## src/rtl/isp1761_pkg.sv

```systemverilog
// Shared types and widths for the ISP1761 bus sequencer: access and
// init state encodings plus the bus address/data widths.
package isp1761_pkg;
    localparam int ADDR_W = 18;
    localparam int DATA_W = 32;

    typedef enum logic [2:0] {
        ACC_IDLE,
        ACC_SETUP,
        ACC_STROBE,
        ACC_HOLD,
        ACC_RECOVER
    } acc_state_t;

    typedef enum logic [1:0] {
        INIT_RST_LOW,
        INIT_RST_WAIT,
        INIT_READY
    } init_state_t;
endpackage

```

## src/rtl/isp1761_bus_sequencer_if.sv

```systemverilog
// Command/response handshake and s_* bus signals of the ISP1761 sequencer.
// master = the sequencer itself, slave = upstream logic plus the bus.
interface isp1761_bus_sequencer_if
    import isp1761_pkg::*;
    ();
    logic              cmd_valid;
    logic              cmd_ready;
    logic              cmd_write;
    logic [ADDR_W-1:0] cmd_addr;
    logic [DATA_W-1:0] cmd_wdata;
    logic              rsp_valid;
    logic [DATA_W-1:0] rsp_rdata;
    logic              s_cs_n;
    logic              s_read_n;
    logic              s_write_n;
    logic [ADDR_W-1:0] s_address;
    logic [DATA_W-1:0] s_writedata;
    logic [DATA_W-1:0] s_readdata;

    modport master (
        input  cmd_valid, cmd_write, cmd_addr, cmd_wdata, s_readdata,
        output cmd_ready, rsp_valid, rsp_rdata,
        output s_cs_n, s_read_n, s_write_n, s_address, s_writedata
    );

    modport slave (
        output cmd_valid, cmd_write, cmd_addr, cmd_wdata, s_readdata,
        input  cmd_ready, rsp_valid, rsp_rdata,
        input  s_cs_n, s_read_n, s_write_n, s_address, s_writedata
    );
endinterface

```

## src/rtl/isp1761_irq_sync.sv

```systemverilog
// Two-flop synchroniser for the controller interrupt plus a registered
// rising-edge pulse on the synchronised level.
module isp1761_irq_sync (
    input  logic clk,
    input  logic rst_n,
    input  logic irq_async,
    output logic irq_level,
    output logic irq_pulse
);
    logic sync_1;
    logic sync_2;
    logic level_d;
    logic pulse_q;

    always_ff @(posedge clk or negedge rst_n) begin
        if (!rst_n) begin
            sync_1  <= 1'b0;
            sync_2  <= 1'b0;
            level_d <= 1'b0;
            pulse_q <= 1'b0;
        end else begin
            sync_1  <= irq_async;
            sync_2  <= sync_1;
            level_d <= sync_2;
            pulse_q <= sync_2 & ~level_d;
        end
    end

    assign irq_level = sync_2;
    assign irq_pulse = pulse_q;
endmodule

```

## src/rtl/isp1761_bus_sequencer.sv

```systemverilog
// Single-beat read/write engine for the ISP1761 s_* bus with controller
// power-on reset sequencing and interrupt synchronisation.
module isp1761_bus_sequencer
    import isp1761_pkg::*;
#(
    parameter int SETUP_CYC    = 2,
    parameter int STROBE_CYC   = 3,
    parameter int HOLD_CYC     = 1,
    parameter int RECOVERY_CYC = 2,
    parameter int RST_LOW_CYC  = 1000,
    parameter int RST_WAIT_CYC = 5000
) (
    input  logic                      s_clk,
    input  logic                      s_reset_n,
    isp1761_bus_sequencer_if.master   bus,
    input  logic                      s_irq,
    output logic                      irq_level,
    output logic                      irq_pulse,
    output logic                      usb_reset_n
);
    localparam logic [3:0]  SETUP_LD    = 4'(SETUP_CYC - 1);
    localparam logic [3:0]  STROBE_LD   = 4'(STROBE_CYC - 1);
    localparam logic [3:0]  HOLD_LD     = 4'(HOLD_CYC - 1);
    localparam logic [3:0]  RECOVER_LD  = 4'(RECOVERY_CYC - 1);
    localparam logic [15:0] RST_LOW_LD  = 16'(RST_LOW_CYC - 1);
    localparam logic [15:0] RST_WAIT_LD = 16'(RST_WAIT_CYC - 1);

    acc_state_t        acc_state;
    init_state_t       init_state;
    logic [3:0]        phase_cnt;
    logic [15:0]       init_cnt;
    logic              wr_q;
    logic              cs_n_q;
    logic              rd_n_q;
    logic              wr_n_q;
    logic [ADDR_W-1:0] addr_q;
    logic [DATA_W-1:0] wdata_q;
    logic              rsp_valid_q;
    logic [DATA_W-1:0] rdata_q;
    logic              usb_rst_n_q;
    logic              cmd_ready;

    assign cmd_ready = (acc_state == ACC_IDLE) && (init_state == INIT_READY);

    // Strobes live in the async reset branch so an abort releases the bus at once.
    always_ff @(posedge s_clk or negedge s_reset_n) begin
        if (!s_reset_n) begin
            acc_state   <= ACC_IDLE;
            phase_cnt   <= '0;
            wr_q        <= 1'b0;
            cs_n_q      <= 1'b1;
            rd_n_q      <= 1'b1;
            wr_n_q      <= 1'b1;
            addr_q      <= '0;
            wdata_q     <= '0;
            rsp_valid_q <= 1'b0;
            rdata_q     <= '0;
        end else begin
            rsp_valid_q <= 1'b0;
            case (acc_state)
                ACC_IDLE: begin
                    if (bus.cmd_valid && cmd_ready) begin
                        wr_q      <= bus.cmd_write;
                        addr_q    <= bus.cmd_addr;
                        wdata_q   <= bus.cmd_wdata;
                        cs_n_q    <= 1'b0;
                        phase_cnt <= SETUP_LD;
                        acc_state <= ACC_SETUP;
                    end
                end
                ACC_SETUP: begin
                    if (phase_cnt == 4'd0) begin
                        rd_n_q    <= wr_q;
                        wr_n_q    <= ~wr_q;
                        phase_cnt <= STROBE_LD;
                        acc_state <= ACC_STROBE;
                    end else begin
                        phase_cnt <= phase_cnt - 4'd1;
                    end
                end
                ACC_STROBE: begin
                    if (phase_cnt == 4'd0) begin
                        rd_n_q      <= 1'b1;
                        wr_n_q      <= 1'b1;
                        rsp_valid_q <= 1'b1;
                        if (!wr_q) rdata_q <= bus.s_readdata;
                        phase_cnt   <= HOLD_LD;
                        acc_state   <= ACC_HOLD;
                    end else begin
                        phase_cnt <= phase_cnt - 4'd1;
                    end
                end
                ACC_HOLD: begin
                    if (phase_cnt == 4'd0) begin
                        cs_n_q    <= 1'b1;
                        phase_cnt <= RECOVER_LD;
                        acc_state <= ACC_RECOVER;
                    end else begin
                        phase_cnt <= phase_cnt - 4'd1;
                    end
                end
                ACC_RECOVER: begin
                    if (phase_cnt == 4'd0) acc_state <= ACC_IDLE;
                    else                   phase_cnt <= phase_cnt - 4'd1;
                end
                default: acc_state <= ACC_IDLE;
            endcase
        end
    end

    // Controller power-on reset: hold low, then let it settle before accepting commands.
    always_ff @(posedge s_clk or negedge s_reset_n) begin
        if (!s_reset_n) begin
            init_state  <= INIT_RST_LOW;
            init_cnt    <= RST_LOW_LD;
            usb_rst_n_q <= 1'b0;
        end else begin
            case (init_state)
                INIT_RST_LOW: begin
                    if (init_cnt == 16'd0) begin
                        usb_rst_n_q <= 1'b1;
                        init_cnt    <= RST_WAIT_LD;
                        init_state  <= INIT_RST_WAIT;
                    end else begin
                        init_cnt <= init_cnt - 16'd1;
                    end
                end
                INIT_RST_WAIT: begin
                    if (init_cnt == 16'd0) init_state <= INIT_READY;
                    else                   init_cnt   <= init_cnt - 16'd1;
                end
                INIT_READY: init_state <= INIT_READY;
                default:    init_state <= INIT_RST_LOW;
            endcase
        end
    end

    assign bus.cmd_ready   = cmd_ready;
    assign bus.rsp_valid   = rsp_valid_q;
    assign bus.rsp_rdata   = rdata_q;
    assign bus.s_cs_n      = cs_n_q;
    assign bus.s_read_n    = rd_n_q;
    assign bus.s_write_n   = wr_n_q;
    assign bus.s_address   = addr_q;
    assign bus.s_writedata = wdata_q;
    assign usb_reset_n     = usb_rst_n_q;

    isp1761_irq_sync u_irq_sync (
        .clk       (s_clk),
        .rst_n     (s_reset_n),
        .irq_async (s_irq),
        .irq_level (irq_level),
        .irq_pulse (irq_pulse)
    );
endmodule
```

## src/flat_wrapper.sv

```systemverilog
// flat-port wrapper written by rule: the top's interface ports become plain ports
module isp1761_bus_sequencer_flat import isp1761_pkg::*;
#(
    parameter int SETUP_CYC    = 2,
    parameter int STROBE_CYC   = 3,
    parameter int HOLD_CYC     = 1,
    parameter int RECOVERY_CYC = 2,
    parameter int RST_LOW_CYC  = 1000,
    parameter int RST_WAIT_CYC = 5000
)
  (s_clk, s_reset_n, s_irq, irq_level, irq_pulse, usb_reset_n, bus_cmd_valid, bus_cmd_write, bus_cmd_addr, bus_cmd_wdata, bus_s_readdata, bus_cmd_ready, bus_rsp_valid, bus_rsp_rdata, bus_s_cs_n, bus_s_read_n, bus_s_write_n, bus_s_address, bus_s_writedata);
  isp1761_bus_sequencer_if bus_i ();
  input  logic s_clk;
  input  logic s_reset_n;
  input  logic s_irq;
  output logic irq_level;
  output logic irq_pulse;
  output logic usb_reset_n;
  input wire logic [$bits(bus_i.cmd_valid)-1:0] bus_cmd_valid;
  input wire logic [$bits(bus_i.cmd_write)-1:0] bus_cmd_write;
  input wire logic [$bits(bus_i.cmd_addr)-1:0] bus_cmd_addr;
  input wire logic [$bits(bus_i.cmd_wdata)-1:0] bus_cmd_wdata;
  input wire logic [$bits(bus_i.s_readdata)-1:0] bus_s_readdata;
  output wire logic [$bits(bus_i.cmd_ready)-1:0] bus_cmd_ready;
  output wire logic [$bits(bus_i.rsp_valid)-1:0] bus_rsp_valid;
  output wire logic [$bits(bus_i.rsp_rdata)-1:0] bus_rsp_rdata;
  output wire logic [$bits(bus_i.s_cs_n)-1:0] bus_s_cs_n;
  output wire logic [$bits(bus_i.s_read_n)-1:0] bus_s_read_n;
  output wire logic [$bits(bus_i.s_write_n)-1:0] bus_s_write_n;
  output wire logic [$bits(bus_i.s_address)-1:0] bus_s_address;
  output wire logic [$bits(bus_i.s_writedata)-1:0] bus_s_writedata;
  assign bus_i.cmd_valid = bus_cmd_valid;
  assign bus_i.cmd_write = bus_cmd_write;
  assign bus_i.cmd_addr = bus_cmd_addr;
  assign bus_i.cmd_wdata = bus_cmd_wdata;
  assign bus_i.s_readdata = bus_s_readdata;
  assign bus_cmd_ready = bus_i.cmd_ready;
  assign bus_rsp_valid = bus_i.rsp_valid;
  assign bus_rsp_rdata = bus_i.rsp_rdata;
  assign bus_s_cs_n = bus_i.s_cs_n;
  assign bus_s_read_n = bus_i.s_read_n;
  assign bus_s_write_n = bus_i.s_write_n;
  assign bus_s_address = bus_i.s_address;
  assign bus_s_writedata = bus_i.s_writedata;
  isp1761_bus_sequencer #(.SETUP_CYC(SETUP_CYC), .STROBE_CYC(STROBE_CYC), .HOLD_CYC(HOLD_CYC), .RECOVERY_CYC(RECOVERY_CYC), .RST_LOW_CYC(RST_LOW_CYC), .RST_WAIT_CYC(RST_WAIT_CYC)) u_core (.s_clk(s_clk), .s_reset_n(s_reset_n), .bus(bus_i), .s_irq(s_irq), .irq_level(irq_level), .irq_pulse(irq_pulse), .usb_reset_n(usb_reset_n));
endmodule
```

## config.mk

```make
export PLATFORM = sky130hd
export DESIGN_NAME = isp1761_bus_sequencer_flat
export DESIGN_NICKNAME = d
export VERILOG_FILES = /design/src/rtl/isp1761_pkg.sv /design/src/rtl/isp1761_bus_sequencer_if.sv /design/src/rtl/isp1761_irq_sync.sv /design/src/rtl/isp1761_bus_sequencer.sv /design/src/flat_wrapper.sv
export SDC_FILE = /design/constraint.sdc
export NUM_CORES = 1
export LEC_CHECK = 0
export CAP_MARGIN = 20
export CORE_ASPECT_RATIO = 0.7
export CORE_UTILIZATION = 63
export DETAILED_ROUTE_END_ITERATION = 16
export DONT_BUFFER_PORTS = 1
export PLACE_DENSITY_LB_ADDON = 0.2
export SLEW_MARGIN = 20
export SYNTH_ARGS = -nofsm -noshare
export SYNTH_HDL_FRONTEND = slang
export SYNTH_HIERARCHICAL = 1
export SYNTH_SLANG_ARGS = --single-unit
```

## constraint.sdc

```tcl
create_clock -name s_clk -period 2.5 [get_ports s_clk]
set_input_delay 0.5 -clock s_clk [delete_from_list [all_inputs] [get_ports s_clk]]
set_output_delay 0.5 -clock s_clk [all_outputs]
set_load 0.01 [all_outputs]
```

* After elaboration in Yosys (flattened, before gate mapping)
Cells that the tools add are included.
** Cells by class
- Multiplexer cells :: 27
- Bitwise logic cells :: 3
- Reduce and logical (&&, ||, !) cells :: 19
- Add/sub/neg operators :: 2
- Equal/unequal tests :: 15
** Operators by type and width (number)
- $mux W16 :: 2
- $pmux W16 S2 :: 1
- $mux W4 :: 5
- $pmux W4 S5 :: 1
- $logic_not A16 Y1 :: 1
- $sub A16 B1 Y16 const B :: 1
- $mux W3 :: 5
- $pmux W3 S5 :: 1
- $ne A2 B1 Y1 const B :: 6
- $reduce_and A3 Y1 :: 4
- $reduce_and A2 Y1 :: 4
- $eq A3 B2 Y1 const B :: 2
- $mux W1 :: 6
- $ne A2 B2 Y1 const B :: 3
- $pmux W1 S2 :: 3
- $pmux W2 S3 :: 1
- $reduce_bool A2 Y1 :: 3
- $reduce_and A5 Y1 :: 1
- $reduce_bool A5 Y1 :: 1
- $logic_not A4 Y1 :: 1
- $mux W2 :: 2
- $sub A4 B1 Y4 const B :: 1
- $eq A3 B1 Y1 const B :: 1
- $eq A3 B3 Y1 const B :: 1
- other kinds (7) :: 9
** Storage, ports and cells
- Output and inout port bits :: 90
- Register bits :: 117
- Bits of input ports :: 87
- Logic and storage cells :: 83

* Depth between registers and ports, before layout
- Depth in word-level cells :: 5
- Gate-level depth with buffers :: 8
- Mapped depth without buffers :: 6

* By module
The synthesis kept the hierarchy.
** By module, submodules not included
- isp1761_bus_sequencer :: area an instance 4817.1 µm², cells an instance 459, seq. area each 2841.5 µm², times used 1
- isp1761_irq_sync :: area an instance 113.9 µm², cells an instance 5, seq. area each 100.1 µm², times used 1

* Least setup slack after synthesis
No wires, ideal clock.
- Path type :: register to register
- Start :: register u_core.init_cnt[0]
- End :: register u_core.init_cnt[7]
- Path buffers :: 1
- Period minus slack after synthesis :: 2.040 ns
- Slack :: 0.460 ns
- Arrival :: 1.965 ns
- Stages on the path, launching flop included :: 8
- Data required time :: 2.425 ns
- Cells stage by stage :: dfstp_2 > inv_1 > ha_1 > nor2b_1 > and4_1 > buf_2 > a2111oi_0 > mux2i_1
** On the way
- Longest elaborated chain between the ends :: 3
** RTL lines
- from (decl) :: RTL line isp1761_bus_sequencer.sv:31 : logic [15:0] init_cnt;
- from (signal assigned) :: RTL line isp1761_bus_sequencer.sv:125 : init_cnt <= init_cnt - 16'd1;
- from (signal assigned) :: RTL line isp1761_bus_sequencer.sv:130 : else init_cnt <= init_cnt - 16'd1;
- $sub A16 B1 Y16 or $logic_not A16 Y1 (tied branches)
- $mux W16, or another cell as far along :: RTL line isp1761_bus_sequencer.sv:129 : if (init_cnt == 16'd0) init_state <= INIT_READY;
- $pmux W16 S2 or $reduce_and A2 Y1 (tied branches)
Several ways; a longest one is shown, not always the timed one. The select of a mux whose other input is x is not followed.
A chain may end at the register's enable or synchronous reset.

* Worst setup path after layout
- Start :: register u_core.init_cnt[0]
- End :: register u_core.init_state[1]
** On the way
- Longest elaborated chain between the ends :: 3
** RTL lines
- $logic_not A16 Y1 (*) :: RTL line isp1761_bus_sequencer.sv:120, isp1761_bus_sequencer.sv:129
- $ne A2 B1 Y1 (no source line)
- $reduce_and A2 Y1 (no source line) (*)
- to (signal assigned) :: RTL line isp1761_bus_sequencer.sv:123 : init_state <= INIT_RST_WAIT;
- to (signal assigned) :: RTL line isp1761_bus_sequencer.sv:129
- to (signal assigned) :: RTL line isp1761_bus_sequencer.sv:132 : INIT_READY: init_state <= INIT_READY;
- to (decl) :: RTL line isp1761_bus_sequencer.sv:29 : init_state_t init_state;
Mark *: on every way between the ends. The rest lies on a longest branch, timed or not.

==> impl_results.md <==
* # H-tree levels at 4
* Max IR drop VDD at 574 uV
* Yosys warns at 6
* DR DRC count at 0
* Post-route ant nets at 0
* Worst-skew pair later-pin latency at 0.50 ns
* Vias in the first global route at 3,517
* Ys async rst share at 100%
* Switching pwr at 0.836 mW
* Initial core utilization at 66.2%
* Critical Path End Type: flip-flop
* Max FO, Critical Path at 10
* Die ar. at 8190 um^2
* Final HPWL DP at 6.87 mm
* Post-synth top cells: nand2_1 (159), dfrtp_1 (106), mux2_2 (34)
* Flops & latches, synth at 117
* Die Y-Extent at 76.0 um
* Iter 0 DRT Violations at 301
* Final min period at 2.17 ns
* Fin nets at 565
* Multi-input logic area at 1860 um^2
* Via Count at 3,382
* Failing checks: negative hold slack
* Pin count of the biggest net entering global routing at 118
* Least-Margin Pin Slew at 0.582 ns
* Sw frac at 19.3%
* Final hold vios at 117
* Final hold slack at -0.309 ns
* Leading area contributor after synthesis: dfrtp_1
* Clock transition at the registers of the reported paths at 0.06 ns
* Core ar. at 7450 um^2
* Seq pwr share at 43.9%
* Post-Syn Area at 4930 um^2
* Max_slew headroom at 61.1%
* DR WL/cell at 17.7 um
* Total gr overflow at 0
* CTS buffer count at 17
* Setup TNS at 0 ns
* Comb power frac at 0.1%
* EDFF count, synth at 0
* Ys flop type: dfrtp_1
* ANT cells at 0
* Crit path DAT at 2.55 ns
* Slew Limit Fails at 0
* Clk sinks at 117
* Clock share of power at 56.0%
* Cell Rows at 26
* TritonRoute pass-1 iters at 4
* Via density at 5.80
* Util after Layout at 76.3%
* Gate Count Post-Synth at 464
* Max-cap viol count at 0
* CTS tree: built
* Syn_nets at 557
* Root Buffer Master: clkbuf_8
* Yosys cell types at 51
* WL final at 10.3 mm
* First-pass GRT wire length at 16.7 mm
* RSZ-0062 raised after global routing: no
* Gr usage total at 27.1%
* Top area cells in the synthesized netlist: dfrtp_1 (54%), nand2_1 (12%), mux2_2 (7.8%)
* Yosys top cell area share at 53.8%
* Count leader, synth: nand2_1
* I/O Buffers at 0
* GP Congestion at 0.873
* Cts repair resizes at 0
* Antenna violations before repair at 0
* Status: finished with violations
* CP startpoint kind: flip-flop
* Static Leak at 2.90 nW
* PD cells at 763 nW/um^2
* Final Skew at 0.00719 ns
* Crit path kind: reg2reg
* Storage element area at 2940 um^2
* CTS max path bufs at 2
* Final setup fails at 0
* IO Count at 177
* Seq/Total Area, Yosys at 59.7%
* Data required, critical path at 2.88 ns
* Filler Cell Count at 486
* Min-Delay Path Class: in2async
* Post-Syn Area per Cell at 10.6 um^2
* Final Cycle Share at 86.8%
* Layout cell share with drive strength beyond 1 at 20.8%
* Int Pwr at 3.50 mW
* F_max at 461 MHz
* Area Growth Syn to Fin at 15.3%
* Die W at 108 um
-- cell usage in the layout, fill, tap and decap left out, types with 2 or more instances in the layout --
| cell | netlist | layout |
|---|---|---|
| mux2i_1 | 2 | 2 |
| dfstp_2 | 11 | 11 |
| or2_2 | 3 | 3 |
| nor4b_1 | 2 | 2 |
| buf_12 | 0 | 2 |
| buf_4 | 0 | 9 |
| clkinv_4 | 0 | 2 |
| clkbuf_8 | 0 | 4 |
| clkinvlp_4 | 0 | 3 |
| a21oi_1 | 15 | 15 |
| nand2_1 | 159 | 159 |
| nor2_1 | 14 | 14 |
| a211oi_1 | 4 | 4 |
| nand3_1 | 5 | 5 |
| nor4_1 | 2 | 2 |
| inv_1 | 9 | 9 |
| nand4_1 | 4 | 4 |
| a41oi_1 | 2 | 2 |
| clkbuf_16 | 0 | 16 |
| clkinv_2 | 0 | 2 |
| o221ai_1 | 2 | 2 |
| ha_1 | 6 | 6 |
| mux2_2 | 34 | 34 |
| o22a_1 | 2 | 2 |
| nor3_1 | 7 | 7 |
| or4_1 | 3 | 3 |
| nand2b_1 | 3 | 3 |
| dfrtp_1 | 106 | 106 |
| o22ai_1 | 2 | 2 |
| o21ai_0 | 7 | 7 |
| bufinv_16 | 0 | 3 |
| a31oi_1 | 2 | 2 |
| xor2_1 | 10 | 10 |
-- final cells by class --
class                      count  area share [%]
multi-input combinational    315            32.7
inverter                       9           0.594
sequential                   117            51.7
clock inverter                11            2.62
tap                           98            2.16
timing repair buffer          12            2.07
clock buffer                  21            8.08
-- layer usage --
metal	share of wire, %	GRT usage (%)
met1	41	33.3
met2	48	43.9
met3	9.4	10.1
met4	1.1	9.59
met5	0	0
-- worst max-delay path: stages (launching register included) --
cell,delay [ns]
dfstp_2,0.55
inv_1,0.07
ha_1,0.22
nor2b_1,0.19
and4_1,0.26
buf_4,0.19
a21oi_2,0.23
mux2_2,0.36
-- timing repair --
action                                 in CTS  in global routing
setup endpoints to repair                   0                  0
endpoints found under the hold margin     117                118
setup buffers                               0                  0
-- path summary, 6_finish.rpt --
| check | slack [ns] | endpoint | start | cells past startpoint |
|---|---|---|---|---|
| max in group asynchronous | 2.59 | u_core/bus.s_read_n | s_reset_n | 0 |
| worst max register to register | 0.33 | u_core/init_state[1] | u_core/init_cnt[0] | 7 |
| worst max-delay path | 0.33 | u_core/init_state[1] | u_core/init_cnt[0] | 7 |
| worst min register to register | 0.35 | u_core/u_irq_sync/irq_level | u_core/u_irq_sync/sync_1 | 0 |
| min in group s_clk | 0.10 | u_core/bus.s_writedata[30] | bus_cmd_wdata[30] | 2 |
| worst min-delay path | -0.31 | u_core/bus.rsp_rdata[23] | s_reset_n | 0 |
-- logic make-up (layout without fill, tap and decap cells) --
logic type               after synthesis  in the layout  share of synthesized area (%)
AO/OA/AOI/OAI                         46             46                           6.24
XOR/XNOR                              11             11                           1.95
adder cells (fa/ha/maj)                7              7                           1.73
buffers and inverters                 32             53                           2.74
flip-flops                           117            117                           59.7
multiplexers                          37             37                           8.40
AND/OR/NAND/NOR                      214            214                           19.3
-- registers in the layout (all words and copies together) (netlist names), 2 cells and up --
signal and flops:
u_core/init_state 2, u_core/bus.s_address 18, u_core/bus.rsp_rdata 32, u_core/init_cnt 16
u_core/acc_state 3, u_core/phase_cnt 4, u_core/bus.s_writedata 32
-- metrics by stage --
stage	hold WS (ns)	power [mW]	setup WS, ns	instances	instance area [um^2]
3_3_place_gp	0.207	1.94	0.418	550	5070
6_report	-0.309	4.34	0.329	583	5680
4_1_cts	-0.333	4.38	0.365	582	5670
2_1_floorplan	0.204	1.94	0.460	464	4930
5_1_grt	-0.343	4.47	0.209	583	5680
3_5_place_dp	0.207	1.94	0.376	550	5070
-- power groups by stage --
| stage | clock (mW) | combinational, mW | sequential, mW |
|---|---|---|---|
| floorplan | 0 | 0.00274 | 1.93 |
| global placement | 0 | 0.00278 | 1.93 |
| detailed placement | 0 | 0.00280 | 1.94 |
| CTS | 2.47 | 0.00279 | 1.90 |
| global route | 2.56 | 0.00439 | 1.90 |
| finish | 2.43 | 0.00405 | 1.90 |
Power figures use the tool's default switching activity.
